$ cat src/rtl/input_flow_control.sv
// input_flow_control: receive-side val/ret link buffer with an FWFT empty/rd read port.
//   clk      - system clock, rising edge
//   rst_n    - asynchronous active-low reset
//   val      - upstream presents a flit on data_in
//   data_in  - flit from upstream
//   ret      - buffer full, upstream must hold val low
//   rd       - local consumer pops the head flit
//   data_out - head flit, valid while empty=0
//   empty    - no flit buffered
//   count    - number of buffered flits, 0..DEPTH
//   ovf_err  - sticky: a flit arrived while ret=1
//   udf_err  - sticky: rd asserted while empty=1
module input_flow_control #(
    parameter int DATA_WIDTH = 32,
    parameter int DEPTH      = 4,
    parameter int ADDR_WIDTH = 2
) (
    input  logic                  clk,
    input  logic                  rst_n,
    input  logic                  val,
    input  logic [DATA_WIDTH-1:0] data_in,
    output logic                  ret,
    input  logic                  rd,
    output logic [DATA_WIDTH-1:0] data_out,
    output logic                  empty,
    output logic [ADDR_WIDTH:0]   count,
    output logic                  ovf_err,
    output logic                  udf_err
);
    logic [DATA_WIDTH-1:0] mem_q [DEPTH];
    logic [ADDR_WIDTH-1:0] wr_ptr_q, wr_ptr_d, rd_ptr_q, rd_ptr_d;
    logic [ADDR_WIDTH:0]   count_q, count_d;
    logic                  ovf_q, ovf_d, udf_q, udf_d;
    logic                  wr_en, rd_en;

    // full/empty come from the registered count only, so ret has no path from val or rd
    assign ret      = count_q == (ADDR_WIDTH+1)'(DEPTH);
    assign empty    = count_q == '0;
    assign data_out = mem_q[rd_ptr_q];
    assign count    = count_q;
    assign ovf_err  = ovf_q;
    assign udf_err  = udf_q;

    always_comb begin
        wr_en    = val && !ret;
        rd_en    = rd && !empty;
        // pointers are exactly ADDR_WIDTH bits, so the increment wraps modulo DEPTH
        wr_ptr_d = wr_en ? wr_ptr_q + ADDR_WIDTH'(1) : wr_ptr_q;
        rd_ptr_d = rd_en ? rd_ptr_q + ADDR_WIDTH'(1) : rd_ptr_q;
        count_d  = (wr_en && !rd_en) ? count_q + (ADDR_WIDTH+1)'(1) :
                   (rd_en && !wr_en) ? count_q - (ADDR_WIDTH+1)'(1) : count_q;
        ovf_d    = ovf_q || (val && ret);
        udf_d    = udf_q || (rd && empty);
    end

    always_ff @(posedge clk or negedge rst_n) begin
        if (!rst_n) begin
            wr_ptr_q <= '0;
            rd_ptr_q <= '0;
            count_q  <= '0;
            ovf_q    <= 1'b0;
            udf_q    <= 1'b0;
        end else begin
            wr_ptr_q <= wr_ptr_d;
            rd_ptr_q <= rd_ptr_d;
            count_q  <= count_d;
            ovf_q    <= ovf_d;
            udf_q    <= udf_d;
        end
    end

    // storage needs no reset; its contents are don't-care until written
    always_ff @(posedge clk) begin
        if (wr_en) mem_q[wr_ptr_q] <= data_in;
    end
endmodule

$ cat config.mk
export PLATFORM = sky130hd
export DESIGN_NAME = input_flow_control
export DESIGN_NICKNAME = d
export VERILOG_FILES = /design/src/rtl/input_flow_control.sv
export SDC_FILE = /design/constraint.sdc
export NUM_CORES = 1
export LEC_CHECK = 0
export BUFFER_PORTS_ARGS = -buffer_cell sky130_fd_sc_hd__buf_2
export CORE_MARGIN = 2
export CORE_UTILIZATION = 56
export DETAILED_ROUTE_END_ITERATION = 16
export PLACE_DENSITY_LB_ADDON = 0.1
export SYNTH_ARGS = -nofsm -noshare
export SYNTH_HDL_FRONTEND = slang
export SYNTH_SLANG_ARGS = --single-unit
export TNS_END_PERCENT = 10
$ cat constraint.sdc
create_clock -name clk -period 2.3 [get_ports clk]
set_clock_uncertainty 0.05 [all_clocks]
set_input_delay 0.46 -clock clk [delete_from_list [all_inputs] [get_ports clk]]
set_output_delay 0.46 -clock clk [all_outputs]
set_load 0.01 [all_outputs]
==> summary.md <==
| Metric | Value |
|---|---|
| Largest net degree at the start of global routing | 33 |
| First drt pass iteration count | 4 |
| Avg Cell Area, Syn | 24.6 µm² |
| Port-buffer cells | 74 |
| Yosys top cell by area | edfxtp_1 |
| Rows | 34 |
| Tot Pwr | around 8.8 mW |
| First-pass GRT wire length | 12,800 µm |
| Vias | around 2,400 |
| Deepest clock path buffer count | 2 |
| Pre-CTS setup slack | 0.217 ns |
| Fin cells | 430 |
| Filler Cells Inserted | 523 |
| Die area | 0.00993 mm² |
| CP Class | reg -> out |
| Seq/Total Area, Yosys | a little under 80% |
| Leakage Power | 2.30 nW |
| Vias per inst | between 5 and 6 |
| Placed Cells | 395 |
| Post-synth top area share | between 70 and 80% |
| Relative slew slack | around four fifths |
| Dpl cell area | 0.00572 mm² |
| Fraction of layout cells with a size suffix above 1 | between 40% and 50% |
| Vias in the first global route | 2,442 |
| Most common cell after layout, fill and taps aside | edfxtp_1 |
| Tmin final | roughly 2.4 ns |
| DRC | 0 |
| CORE AREA | 0.00881 mm² |
| Seq cells post-synth | 137 |
| Hold Vio Cnt, Final | 0 |
| # IOs | 75 |
| Outcome | finished, violations left |
| VDD IR max | 0.849 mV |
| Die height | 99.7 µm |
| Finished Cell Area | around 0.0064 mm² |
| CTS sink count | around 140 |
| CTS tree | done |
| Starting Density | 58.2% |
| CP startpoint kind | register |
| Max Fclk | approximately 430 MHz |
| Post-DP HPWL | between 4000 and 5000 µm |
| Post-DRT Antenna Nets | 0 |
| Failing checks | negative setup slack |
| Critical path required time | 1.79 ns |
| Synth warnings | 0 |
| Gpl congestion | 0.706 |
| Clock slew at reported path FFs | ~0.06 ns |
| Largest cells by area after synthesis | edfxtp_1, mux4_2, dfrtp_1 |
| H-tree depth | 4 |
| Area Overhead vs Synth | 25.3% |
| Mapped Cells | 208 |
| Setup slack after layout | -0.0529 ns |
| Nets@finish | 350 |
| Clk Latency, worst-skew pair | 0.51 ns |
| Power Dens Cells | approximately 1400 mW/mm² |
| Hold path cells | 1 |
| Worst Tran Pin Value | between 0.2 and 0.3 ns |
| Post-Syn Area | between 0.005 and 0.006 mm² |
| Post-Route Setup TNS | -0.873 ns |
| Max_cap viols | 0 |
| GRT Total Usage | approximately 18% |
| Net count after synthesis | 250 |
| Detailed router's first-iteration violation count | 116 |
| WL/cell | roughly 19 µm |
| Clock root cell | clkbuf_8 |
| Slew Limit Fails | 0 |
| Unrepaired setup endpoints after global routing | true |
| Final period util | 102% |
| Worst EP arrival | 1.84 ns |
| Worst hold slack | 0.109 ns |
| Post-synthesis cell type count | 21 |
| Most frequent cells in the layout | edfxtp_1, buf_2, mux4_2 |
| Final core utilization | 72.9% |
| Setup crit end kind | output pin |
| Setup violations, final | 32 |
| Initial antenna violation count | 1 |
| DIE WIDTH | 99.7 µm |
| GRT overflow | 0 |
| Final WL | approximately 8400 µm |
| Reg2Reg Depth | 8 |
| Hold Crit Class | in -> reg |
| Num CTS Buffers | 17 |
| Peak fanout along the critical path | 13 |
## layer usage
layer | track usage [%] | share of wire (%)
met1 | 23.1 | 43
met2 | 29.0 | 51
met3 | 7.10 | 5.6
met4 | 6.32 | 0.77
met5 | 0 | 0
## what timing repair did
| action | 4_1_cts | 5_1_grt |
|---|---|---|
| hold buffers | 1 | 0 |
| gates resized for setup | 9 | 7 |
| pin swaps | 0 | 0 |
| setup buffers | 0 | 0 |
| gates cloned | 0 | 1 |
| endpoints found under the setup margin | 32 | 32 |
| endpoints found under the hold margin | 9 | 0 |
## cells by family (layout without fill, tap and decap cells)
group,Yosys count,count (layout),synth area share [%]
xor+xnor,6,6,1.03
mux,34,34,14.6
simple gates,10,10,1.34
fa+ha+maj,6,6,1.61
other cells,0,1,0
flops,137,137,79.4
buf+inv,13,126,1.76
compound gates,2,2,0.293
## cell type report
| class | count | area (µm²) | area share (%) |
|---|---|---|---|
| Antenna cell | 1 | 2.50 | 0.0390 |
| Clock buffer | 19 | 422 | 6.57 |
| Clock inverter | 13 | 145 | 2.26 |
| Inverter | 4 | 15.0 | 0.234 |
| Multi-Input combinational cell | 58 | 971 | 15.1 |
| Sequential cell | 137 | 4070 | 63.4 |
| Tap cell | 108 | 135 | 2.10 |
| Timing Repair Buffer | 90 | 658 | 10.3 |
## critical path, cell delays in order (launching register included)
cell       delay [ns]
dfrtp_2          0.44
clkbuf_16        0.22
mux4_2           0.52
buf_6            0.14
## where the power goes
| part | switching, mW | total [mW] | internal [mW] |
|---|---|---|---|
| Clock | 0.982 | 2.53 | 1.55 |
| Sequential | 0.195 | 3.51 | 3.32 |
| Combinational | 1.28 | 2.76 | 1.47 |
## state kept, by name, indices dropped and copies added (netlist names)
| name | count |
|---|---|
| udf_err | 1 |
| ovf_err | 1 |
| rd_ptr_q | 2 |
| wr_ptr_q | 2 |
| mem_q | 128 |
| count | 3 |
## worst paths after layout
| path | startpoint | endpoint | slack (ns) |
|---|---|---|---|
| worst max-delay path | rd_ptr_q[0] | data_out[25] | -0.05 |
| worst min-delay path | data_in[13] | mem_q[0][13] | 0.11 |
| worst max register to register | count[1] | count[2] | 0.21 |
| worst min register to register | ovf_err | ovf_err | 0.40 |
| max in group asynchronous | rst_n | rd_ptr_q[1] | 1.70 |
| min in group asynchronous | rst_n | count[2] | 0.30 |
## synth_stat cells
| cell type | number |
|---|---|
| mux2_4 | 1 |
| and2_1 | 4 |
| or3_1 | 1 |
| buf_6 | 5 |
| nand2_1 | 1 |
| xor2_1 | 2 |
| buf_2 | 3 |
| edfxtp_1 | 128 |
| a21o_1 | 2 |
| clkbuf_1 | 1 |
| ha_1 | 5 |
| mux2_2 | 1 |
| xnor2_1 | 4 |
| nor2b_1 | 1 |
| nand3_1 | 1 |
| nor2_1 | 1 |
| fa_1 | 1 |
| mux4_2 | 32 |
| dfrtp_1 | 9 |
| nor3b_4 | 1 |
| inv_1 | 4 |
Note: power is estimated with default switching activity, not from simulation.
